[src/rtl/dff_sipo_rx_pkg.sv]
// -----------------------------------------------------------------------------
// ff_pkg
// Shared definitions for the D-flip-flop serial chain blocks.
//   state_e        : receiver FSM encoding (ST_IDLE / ST_DATA / ST_PAR)
//   DEF_WIDTH      : default number of data bits per frame
//   par_odd_ones() : reduction helper used by the parity checker
// -----------------------------------------------------------------------------
package ff_pkg;

    localparam int DEF_WIDTH = 8;

    typedef enum logic [1:0] {
        ST_IDLE = 2'd0,
        ST_DATA = 2'd1,
        ST_PAR  = 2'd2
    } state_e;

    // Returns 1 when the vector holds an odd number of ones. Under even
    // parity the data bits plus the parity bit must hold an even count,
    // so a 1 here is a parity error.
    function automatic logic par_odd_ones(input logic [32:0] v);
        return ^v;
    endfunction

endpackage

[src/rtl/dff_sipo_rx_if.sv]
// -----------------------------------------------------------------------------
// dff_sipo_rx_if
// Bundles the serial input, the consumer handshake and the status outputs of
// the serial-to-parallel receiver.
//   sd, se  : serial data bit and its bit enable
//   ack     : consumer accepts the word on q
//   q, vld  : received word and its valid flag
//   busy    : frame in progress
//   ovf     : sticky overrun flag
//   perr    : parity error for the word on q (only with PARITY_RX_EN)
// Modports: master = receiver (drives q/vld/status), slave = consumer/source.
// Optional feature macro: PARITY_RX_EN.
// -----------------------------------------------------------------------------
interface dff_sipo_rx_if #(
    parameter int WIDTH = ff_pkg::DEF_WIDTH
);
    logic             sd;
    logic             se;
    logic             ack;
    logic [WIDTH-1:0] q;
    logic             vld;
    logic             busy;
    logic             ovf;
`ifdef PARITY_RX_EN
    logic             perr;

    modport master (input sd, se, ack, output q, vld, busy, ovf, perr);
    modport slave  (output sd, se, ack, input q, vld, busy, ovf, perr);
`else
    modport master (input sd, se, ack, output q, vld, busy, ovf);
    modport slave  (output sd, se, ack, input q, vld, busy, ovf);
`endif
endinterface

[src/rtl/dff_sipo_rx_shift_reg.sv]
// -----------------------------------------------------------------------------
// sipo_shift_reg
// WIDTH-bit right-shift register: on an enabled edge the serial bit enters
// the MSB and every other bit moves one place toward bit 0, so after WIDTH
// shifts bit 0 holds the first bit received.
//   c          : clock (rising edge)
//   rs         : asynchronous active-low clear
//   shift_en_i : shift enable
//   sd_i       : serial bit entering the MSB
//   data_o     : register contents
// -----------------------------------------------------------------------------
module sipo_shift_reg #(
    parameter int WIDTH = 8
) (
    input  logic             c,
    input  logic             rs,
    input  logic             shift_en_i,
    input  logic             sd_i,
    output logic [WIDTH-1:0] data_o
);

    logic [WIDTH-1:0] data_q;
    logic [WIDTH-1:0] data_d;

    // Next value: shift right when enabled, otherwise hold.
    always_comb begin
        data_d = data_q;
        if (shift_en_i) begin
            data_d = {sd_i, data_q[WIDTH-1:1]};
        end else begin
            data_d = data_q;
        end
    end

    // Shift register state with asynchronous clear.
    always_ff @(posedge c or negedge rs) begin
        if (!rs) begin
            data_q <= {WIDTH{1'b0}};
        end else begin
            data_q <= data_d;
        end
    end

    assign data_o = data_q;

endmodule

[src/rtl/dff_sipo_rx.sv]
// -----------------------------------------------------------------------------
// dff_sipo_rx
// Serial-to-parallel receiver at the reading end of a flip-flop bit chain.
// Waits for a start bit (sd=0 on an enabled edge), shifts in WIDTH data bits
// LSB-first (optionally followed by an even-parity bit) and presents the word
// on q with a valid/ack handshake. A separate shift register and output
// holding register let the next frame arrive while the current word waits.
//   c   : clock (rising edge)
//   rs  : asynchronous active-low reset
//   rx  : dff_sipo_rx_if.master (sd, se, ack in; q, vld, busy, ovf, perr out)
// Optional feature macro: PARITY_RX_EN (adds the PAR state and perr output).
// -----------------------------------------------------------------------------
module dff_sipo_rx
    import ff_pkg::*;
#(
    parameter int WIDTH = DEF_WIDTH
) (
    input  logic            c,
    input  logic            rs,
    dff_sipo_rx_if.master   rx
);

    localparam int CW = $clog2(WIDTH + 1);
    localparam logic [CW-1:0] LAST_IDX = CW'(WIDTH - 1);
    localparam logic [CW-1:0] CNT_ONE  = {{(CW-1){1'b0}}, 1'b1};

    state_e           state_q;
    state_e           state_d;
    logic [CW-1:0]    cnt_q;
    logic [CW-1:0]    cnt_d;
    logic             shift_en_s;
    logic             done_s;
    logic [WIDTH-1:0] sh_s;
    logic [WIDTH-1:0] word_s;
    logic             perr_calc_s;

    logic [WIDTH-1:0] q_q;
    logic             vld_q;
    logic             busy_q;
    logic             ovf_q;
    logic             perr_q;

    sipo_shift_reg #(
        .WIDTH (WIDTH)
    ) u_shift (
        .c          (c),
        .rs         (rs),
        .shift_en_i (shift_en_s),
        .sd_i       (rx.sd),
        .data_o     (sh_s)
    );

    // Frame FSM: next state, bit counter, shift enable and completion strobe.
    always_comb begin
        state_d    = state_q;
        cnt_d      = cnt_q;
        shift_en_s = 1'b0;
        done_s     = 1'b0;
        case (state_q)
            ST_IDLE: begin
                if (rx.se && !rx.sd) begin
                    state_d = ST_DATA;
                    cnt_d   = {CW{1'b0}};
                end else begin
                    state_d = ST_IDLE;
                end
            end
            ST_DATA: begin
                if (rx.se) begin
                    shift_en_s = 1'b1;
                    cnt_d      = cnt_q + CNT_ONE;
                    if (cnt_q == LAST_IDX) begin
`ifdef PARITY_RX_EN
                        state_d = ST_PAR;
`else
                        state_d = ST_IDLE;
                        done_s  = 1'b1;
`endif
                    end else begin
                        state_d = ST_DATA;
                    end
                end else begin
                    state_d = ST_DATA;
                end
            end
`ifdef PARITY_RX_EN
            ST_PAR: begin
                if (rx.se) begin
                    state_d = ST_IDLE;
                    done_s  = 1'b1;
                end else begin
                    state_d = ST_PAR;
                end
            end
`endif
            default: begin
                state_d = ST_IDLE;
                cnt_d   = {CW{1'b0}};
            end
        endcase
    end

    // Assembled word: when the last data bit completes the frame it has not
    // reached the shift register yet, so it is merged in here; from PAR the
    // shift register already holds the whole word.
    always_comb begin
        word_s = sh_s;
        if (state_q == ST_DATA) begin
            word_s = {rx.sd, sh_s[WIDTH-1:1]};
        end else begin
            word_s = sh_s;
        end
    end

`ifdef PARITY_RX_EN
    // In PAR, sd is the parity bit being sampled on the completing edge.
    assign perr_calc_s = par_odd_ones(33'({word_s, rx.sd}));
`else
    assign perr_calc_s = 1'b0;
`endif

    // State, counter and output holding registers with the handshake rules.
    always_ff @(posedge c or negedge rs) begin
        if (!rs) begin
            state_q <= ST_IDLE;
            cnt_q   <= {CW{1'b0}};
            q_q     <= {WIDTH{1'b0}};
            vld_q   <= 1'b0;
            busy_q  <= 1'b0;
            ovf_q   <= 1'b0;
            perr_q  <= 1'b0;
        end else begin
            state_q <= state_d;
            cnt_q   <= cnt_d;
            busy_q  <= (state_d != ST_IDLE);
            if (done_s) begin
                // A held word is replaced only if it is being accepted now.
                if (!vld_q || rx.ack) begin
                    q_q    <= word_s;
                    vld_q  <= 1'b1;
                    perr_q <= perr_calc_s;
                end else begin
                    ovf_q  <= 1'b1;
                end
            end else if (rx.ack && vld_q) begin
                vld_q <= 1'b0;
            end
        end
    end

    assign rx.q    = q_q;
    assign rx.vld  = vld_q;
    assign rx.busy = busy_q;
    assign rx.ovf  = ovf_q;
`ifdef PARITY_RX_EN
    assign rx.perr = perr_q;
`endif

endmodule

[src/flat_wrapper.sv]
// flat-port wrapper written by rule: the top's interface ports become plain ports
module dff_sipo_rx_flat import ff_pkg::*;
#(
    parameter int WIDTH = DEF_WIDTH
)
  (c, rs, rx_sd, rx_se, rx_ack, rx_q, rx_vld, rx_busy, rx_ovf);
  dff_sipo_rx_if #(.WIDTH(WIDTH)) rx_i ();
  input  logic c;
  input  logic rs;
  input wire logic [$bits(rx_i.sd)-1:0] rx_sd;
  input wire logic [$bits(rx_i.se)-1:0] rx_se;
  input wire logic [$bits(rx_i.ack)-1:0] rx_ack;
  output wire logic [$bits(rx_i.q)-1:0] rx_q;
  output wire logic [$bits(rx_i.vld)-1:0] rx_vld;
  output wire logic [$bits(rx_i.busy)-1:0] rx_busy;
  output wire logic [$bits(rx_i.ovf)-1:0] rx_ovf;
  assign rx_i.sd = rx_sd;
  assign rx_i.se = rx_se;
  assign rx_i.ack = rx_ack;
  assign rx_q = rx_i.q;
  assign rx_vld = rx_i.vld;
  assign rx_busy = rx_i.busy;
  assign rx_ovf = rx_i.ovf;
  dff_sipo_rx #(.WIDTH(WIDTH)) u_core (.c(c), .rs(rs), .rx(rx_i));
endmodule
[config.mk]
export PLATFORM = sky130hd
export DESIGN_NAME = dff_sipo_rx_flat
export DESIGN_NICKNAME = d
export VERILOG_FILES = /design/src/rtl/dff_sipo_rx_pkg.sv /design/src/rtl/dff_sipo_rx_if.sv /design/src/rtl/dff_sipo_rx_shift_reg.sv /design/src/rtl/dff_sipo_rx.sv /design/src/flat_wrapper.sv
export SDC_FILE = /design/constraint.sdc
export NUM_CORES = 1
export LEC_CHECK = 0
export BUFFER_PORTS_ARGS = -buffer_cell sky130_fd_sc_hd__buf_4
export CORE_UTILIZATION = 48
export CTS_CLUSTER_SIZE = 40
export DETAILED_ROUTE_END_ITERATION = 8
export PLACE_DENSITY = 0.71
export RECOVER_POWER = 25
export SLEW_MARGIN = 10
export SYNTH_ARGS = -nofsm -noshare
export SYNTH_HDL_FRONTEND = slang
export SYNTH_SLANG_ARGS = --single-unit
[constraint.sdc]
create_clock -name c -period 1.5 [get_ports c]
set_input_delay 0 -clock c [delete_from_list [all_inputs] [get_ports c]]
set_output_delay 0 -clock c [all_outputs]
set_load 0.03 [all_outputs]
* Yosys cells after proc, flatten, opt, wreduce, memory -nomap -nowiden *
Index checks and enable logic that the tools add are counted.

operators by class
  $add $sub $neg = 1
  mux-type cells = 16
  bitwise logic cells = 1
  reduce and logical (&&, ||, !) cells = 12
  equal/unequal tests = 5

operators by type and width
  operator               number
  $mux W1                11
  $mux W4                2
  $mux W8                1
  $pmux W4 S2            1
  $reduce_and A2 Y1      4
  $add A4 B1 Y4 const B  1
  $eq A4 B3 Y1 const B   1
  $ne A2 B2 Y1 const B   2
  $pmux W2 S2            1
  $reduce_bool A2 Y1     2
  $eq A2 B1 Y1 const B   1
  $logic_and A1 B1 Y1    2
  $logic_not A1 Y1       2
  $logic_not A2 Y1       1
  $ne A2 B1 Y1 const B   1
  $logic_or A1 B1 Y1     1
  $not A1 Y1             1

word-level totals
  bits in registers = 25
  word-level logic and storage cells = 42

* Longest topological paths before layout *
Gate-level depths: netlist of run 1.

  depth in word-level cells = 6
  mapped depth = 5
  gate-level depth less buffers = 4

* By module *
Synthesis of run 1 repeated with hierarchy kept, for this count alone.

second synthesis, totals
  cell total of the unflattened synthesis = 72
  area, all modules = 1,083.5 um2

modules (own cells, without submodules)
  module          sequential area each (um2)  cells an instance  area an instance (um2)  times used
  dff_sipo_rx     375.4                       55                 752.0                   1
  sipo_shift_reg  200.2                       17                 331.6                   1

* Worst setup path before layout of run 1 *
Ideal clock, no wire load.

  path type = reg-to-reg
  from = register u_core.state_q[0]
  to = register u_core.q_q[0] (netlist: u_core.rx.q[0])
  library setup time = 125 ps
  arrival time = 1,531 ps
  setup slack = -156 ps
  cell stages (with the launch flop) = 5
  clock period less this slack = 1,656 ps
  buffers on the path = 1
  data required time = 1,375 ps
  cells stage by stage = dfrtp_1 clkbuf_2 nand4_4 nor3_4 mux2_2

on the way
  cells in the longest elaborated chain, start to end = 3
  elaborated cells on any way between the ends = 4
  those cells by class = eq/ne: 1; mux: 2; reduce/logical: 1

ends and longest elaborated chain
  element                             RTL line                               source
  from (decl)                         dff_sipo_rx.sv:27                      state_e state_q;
  from (signal assigned)              dff_sipo_rx.sv:133                     state_q <= state_d;
  $eq A2 B1 Y1 *                      dff_sipo_rx.sv:59, dff_sipo_rx.sv:108
  $mux W1                             dff_sipo_rx.sv:59                      case (state_q)
  $reduce_and A2 Y1 (no source line)  n/a
  to (signal assigned)                dff_sipo_rx.sv:127                     q_q <= {WIDTH{1'b0}};
  to (signal assigned)                dff_sipo_rx.sv:139                     q_q <= word_s;
  to (decl)                           dff_sipo_rx.sv:37                      logic [WIDTH-1:0] q_q;

Every way passes the cells marked *; elsewhere a longest branch is shown, timed or not.
A chain may end at the register's enable or synchronous reset.

* Worst setup path after layout of run 1 *
  from = register u_core.cnt_q[0]
  to = register u_core.q_q[6] (netlist: u_core.rx.q[6])

on the way
  cells in the longest elaborated chain, start to end = 5

ends and longest elaborated chain
  element                             RTL line            source
  from (decl)                         dff_sipo_rx.sv:29   logic [CW-1:0] cnt_q;
  from (signal assigned)              dff_sipo_rx.sv:126  cnt_q <= {CW{1'b0}};
  from (signal assigned)              dff_sipo_rx.sv:134  cnt_q <= cnt_d;
  $eq A4 B3 Y1                        dff_sipo_rx.sv:72   if (cnt_q == LAST_IDX) begin
  $mux W1                             dff_sipo_rx.sv:72
  $mux W1                             dff_sipo_rx.sv:69   if (rx.se) begin
  $mux W1                             dff_sipo_rx.sv:59
  $reduce_and A2 Y1 (no source line)  n/a

No other way between the ends.

==> results of run 1 <==
metrics by stage:
step | setup slack, ns | hold slack (ns)
after CTS | 0.0158 | 0.0306
after global routing | -0.00860 | 0.0401
after detailed placement | -0.0184 | -0.0914
after global placement | 0.00763 | -0.0916
final | 0.0829 | 0.0516
after floorplan | -0.0556 | -0.296
state kept, by name (all words and copies together), names as in the netlist:
name,cells
u_core.state_q,1
u_core.u_shift.data_o,8
u_core.cnt_q,4
u_core.rx.q,8
u_core.rx.ovf,1
u_core.rx.vld,1
cell families (layout without fill, tap and decap cells):
logic type | after synthesis | in the layout | synth area share
flops | 23 | 23 | 0.562
simple gates | 13 | 13 | 0.0904
mux | 23 | 23 | 0.253
compound gates | 9 | 9 | 0.0610
fa+ha+maj | 1 | 1 | 0.0122
buf+inv | 5 | 32 | 0.0220
synth_stat cells (all sizes together):
master,n,area (µm²)
a211o,1,8.76
a21o,2,15.0
a21oi,1,5.00
a22o,1,8.76
a32o,1,10.0
and3,1,6.26
buf,2,10.0
clkbuf,1,5.00
dfrtp,23,576
ha,1,12.5
inv,2,7.51
mux2,23,259
nand2,2,7.51
nand3,1,5.00
nand3b,1,7.51
nand4,1,21.3
nor2,3,11.3
nor2b,1,6.26
nor3,2,21.3
o21ai,3,15.0
or2,1,6.26
metal layers:
metal / vias to the layer above / part of all wire
li1: 321 / -
met3: 2 / 0.033
met1: 314 / 0.49
met4: 0 / 0.0079
met5: - / 0
met2: 14 / 0.47
repair_timing:
action	CTS	global route
endpoints found under the setup margin	8	8
hold endpoints to repair	25	0
pin swaps	0	1
buffers inserted	0	0
resized for setup	2	1
hold buffers	3	0
worst paths after layout:
path                                 start           endpoint  cells after the start
max                        u_core.cnt_q[0]     u_core.rx.q[6]                      5
min                                 rx_ack      u_core.rx.ovf                      3
min reg2reg                  u_core.rx.ovf      u_core.rx.ovf                      1
max reg2reg                u_core.cnt_q[0]     u_core.rx.q[6]                      5
max in group asynchronous               rs  u_core.state_q[0]                      2
min in group asynchronous               rs    u_core.cnt_q[2]                      2
where the power goes:
group | switching (mW) | internal [mW] | total (mW)
clock | 0.173 | 0.0993 | 0.273
sequential | 0.187 | 0.844 | 1.03
combinational | 0.410 | 0.496 | 0.906
worst max-delay path: stages, from the launching register on:
cell and delay, ns:
dfrtp_1 0.42, ha_4 0.17, nand4_4 0.08, nor3_4 0.16
buf_4 0.16, mux2_2 0.32
area by class of cell:
| cell class | count | area share |
|---|---|---|
| repair buffers | 26 | 0.158 |
| multi-input cells | 46 | 0.341 |
| inverters | 2 | 0.00583 |
| clock inverters | 1 | 0.00388 |
| clock buffers | 3 | 0.0175 |
| flip-flops and latches | 23 | 0.448 |
| well taps | 27 | 0.0262 |
==> reports/metrics.yaml, run 1 <==
status: "complete, no violations"
critPathKind: "flop to flop"
final_area_um2: 1290
ys_types: 22
antenna_found_initial: 0
num_vias: 651
diodes: 0
drv_cap: 0
wl_per_cell_um: 12.9
dr.pass1.iters: 4
ant_nets: 0
fin_tns_setup_ns: 0
numCtsBuffers: 3
die_w_um: 48.2
power.density_nw_per_um2: 1710
setup_viol: 0
met2_usage: 0.259
std_cell_rows: 16
hpwl_um: 1220
multi_input_area_um2: 439
num-nets-final: 108
start_kind: "flop"
relSlewSlack: 0.634
yosysSeqAreaShare: 0.562
critPathRequiredTime_ns: 1.70
io_buffer_count: 15
core-area_um2: 1980
ys_ff_latch: 23
first_iter_violations: 6
avgSynthCellArea_um2: 13.8
post-route-util: 0.650
min_path_type: "input pin to flop"
cp-end-kind: "flop"
ir_worst_vdd_mv: 1.07
layout.cells.most_common_list: "mux2_2 (23), dfrtp_1 (22), buf_4 (21)"
hold_violations: 0
io_pins: 16
viasPerCell: 5.09
ys_warn_count: 0
clockRootBuffer: "clkbuf_4"
drive_gt1_frac: 0.545
tightest_slew_ns: 0.549
insertion_delay_ns: 0.30
grt_pass1_wl_um: 2590
met1_usage: 0.223
gp_congestion: 0.793
grt_busiest_layer: "met2"
power.total_mw: 2.21
routed_wl_um: 1650
rrSetupSlack_ns: 0.08
die_h_um: 48.2
fillers: 150
overflow: 0
fin_cells: 128
drv_slew: 0
dp_cells: 121
layout_commonest_cell: "mux2_2"
drc: 0
start_util: 0.517
dpl_cell_area_um2: 1220
syn_nets: 80
skew_ns: 0.00414
htreeDepth: 1
gr-usage-met3: 0.0333
netlist_area_um2: 1020
register_area_um2: 577
grt_util_all_layers: 0.167
path_clk_slew_ns: 0.12
area_growth_pct: 25.8
crit_arrival_ns: 1.62
dieArea_um2: 2320
cp_max_fo: 3
grt_max_degree: 24
finalCritPeriodShare: 0.945
cts_tree: "yes"
clock.fmax_mhz: 706
clock_sinks: 23
grt_pass1_vias: 567
netlist_instances: 74
period_minus_slack_ns: 1.42
cts.path.max_buffers: 2
p_leak_nw: 0.618
Power figures use the tool's default switching activity.
==> run 2: changes to the inputs <==
==> constraint.sdc (replaced) <==
create_clock -name c -period 1.5 [get_ports c]
set_input_delay 0.3 -clock c [delete_from_list [all_inputs] [get_ports c]]
set_output_delay 0.3 -clock c [all_outputs]
set_load 0.03 [all_outputs]
==> reports/metrics.yaml, run 2 (synthesized netlist as in run 1, its figures left out) <==
clock_sinks: 23  # unchanged
start_kind: "flop"  # unchanged
std_cell_rows: 16  # unchanged
drv_slew: 0  # unchanged
clock.fmax_mhz: 706  # about the same
htreeDepth: 1  # unchanged
cts_tree: "yes"  # unchanged
critPathRequiredTime_ns: 1.70  # about the same
hpwl_um: 1220  # unchanged
p_leak_nw: 0.609  # was 0.618 nW
grt_pass1_vias: 560  # was 567
core-area_um2: 1980  # unchanged
fin_tns_setup_ns: 0  # unchanged
rr_startpoint: "u_core.cnt_q[0]"  # unchanged
clkPwrFrac: 0.124  # was 0.123
seqPwrFrac: 0.467  # about the same
drv_cap: 0  # unchanged
critPathKind: "flop to flop"  # unchanged
grt_util_all_layers: 0.166  # was 0.167
dp_cells: 121  # unchanged
grt_max_degree: 24  # unchanged
antenna_found_initial: 0  # unchanged
num_vias: 645  # was 651
p_int_mw: 1.44  # about the same
start_util: 0.517  # unchanged
routed_wl_um: 1640  # was 1650 µm
wl_per_cell_um: 13.0  # was 12.9 µm
fin_ws_ns: 0.0830  # was 0.0829 ns
diodes: 0  # unchanged
die_h_um: 48.2  # unchanged
skew_ns: 0.00452  # was 0.00414 ns
status: "complete, no violations"  # unchanged
period_minus_slack_ns: 1.42  # about the same
ir_worst_vdd_mv: 1.07  # about the same
first_iter_violations: 6  # unchanged
path_clk_slew_ns: 0.12  # about the same
hold_violations: 0  # unchanged
finalCritPeriodShare: 0.945  # about the same
numCtsBuffers: 3  # unchanged
comb_power_share: 0.409  # was 0.410
layout.cells.most_common_list: "mux2_2 (23), dfrtp_1 (22), buf_4 (21)"  # unchanged
rrSetupSlack_ns: 0.08  # about the same
fin_cells: 126  # was 128
area_growth_pct: 23.8  # was 25.8%
num-nets-final: 106  # was 108
hold_slack_ns: 0.302  # was 0.0516 ns
place_ws_ns: -0.0184  # unchanged
cp-end-kind: "flop"  # unchanged
die_w_um: 48.2  # unchanged
power.density_nw_per_um2: 1740  # was 1710 nW/µm²
drc: 0  # unchanged
p_sw_frac: 0.349  # about the same
io_pins: 16  # unchanged
drive_gt1_frac: 0.556  # was 0.545
tightest_slew_ns: 0.549  # about the same
reg2reg_depth: 5  # unchanged
clockRootBuffer: "clkbuf_4"  # unchanged
cp_max_fo: 3  # unchanged
hp-start: "rx_se"  # was rx_ack
cts.path.max_buffers: 2  # unchanged
viasPerCell: 5.12  # was 5.09
p_switching_mw: 0.770  # about the same
crit_arrival_ns: 1.62  # about the same
multi_input_area_um2: 439  # unchanged
gp_congestion: 0.793  # unchanged
layout_commonest_cell: "mux2_2"  # unchanged
cts_setup_buffers: 0  # unchanged
post-route-util: 0.640  # was 0.650
min_path_type: "input pin to flop"  # unchanged
io_buffer_count: 15  # unchanged
insertion_delay_ns: 0.30  # about the same
hold_depth: 3  # unchanged
register_area_um2: 577  # unchanged
dieArea_um2: 2320  # unchanged
dr.pass1.iters: 4  # unchanged
hold_end: "u_core.state_q[0]"  # was u_core.rx.ovf
grt_pass1_wl_um: 2560  # was 2590 µm
fillers: 152  # was 150
relSlewSlack: 0.634  # about the same
ant_nets: 0  # unchanged
overflow: 0  # unchanged
setup_viol: 0  # unchanged
r2r-end: "u_core.rx.q[6]"  # unchanged
[run 2: cell count changes in the layout (fill, tap and decap cells not counted)]
cell,before,now
dlygate4sd3_1,3,1
[run 2: final cells by class]
cell class | count | share of cell area
inverters | 2 | 0.00592
repair buffers | 24 | 0.145
flip-flops and latches | 23 | 0.455
multi-input cells | 46 | 0.346
clock inverters | 1 | 0.00394
well taps | 27 | 0.0266
clock buffers | 3 | 0.0178
[run 2: per-layer routing]
metal  wire length, µm  vias up  track usage
met3                55        2       0.0333
met1               800      312        0.218
met2               770       14        0.259
met4                13        0       0.0833
li1                  -      317            -
met5                 0        -            0
[run 2: critical path, cell delays in order (launching register included)]
cell and delay [ns]:
dfrtp_1 0.42, ha_4 0.17, nand4_4 0.08, nor3_4 0.16, buf_4 0.16, mux2_2 0.32
[run 2: worst max-delay path by stage]
stage / startpoint / to / slack (ns) / depth (start not counted)
after CTS: u_core.cnt_q[0] / u_core.rx.q[2] / 0.02 / 5
after global routing: u_core.cnt_q[0] / u_core.rx.q[5] / -0.009 / 5
after global placement: u_core.cnt_q[1] / u_core.rx.q[3] / 0.008 / 5
final: u_core.cnt_q[0] / u_core.rx.q[6] / 0.08 / 5
after floorplan: u_core.state_q[0] / u_core.rx.q[0] / -0.06 / 4
after detailed placement: u_core.cnt_q[1] / u_core.rx.q[2] / -0.02 / 5
[run 2: what timing repair did]
action	CTS	global route
pin swaps	0	1
endpoints found under the setup margin	8	8
gates resized for setup	2	1
hold endpoints to repair	23	0
hold buffers	1	0
[run 2: through the flow]
step / power [mW] / instance area [µm²]
final: 2.20 / 1270
after global routing: 2.37 / 1270
after CTS: 2.23 / 1270
after detailed placement: 1.92 / 1220
after global placement: 1.90 / 1220
after floorplan: 1.62 / 1030
[run 2: power groups by stage]
stage	Clock [mW]	Combinational [mW]	Sequential (mW)
after global routing	0.323	0.972	1.07
after global placement	0	0.872	1.03
after floorplan	0	0.449	1.17
after detailed placement	0	0.890	1.03
final	0.273	0.901	1.03
after CTS	0.292	0.911	1.03
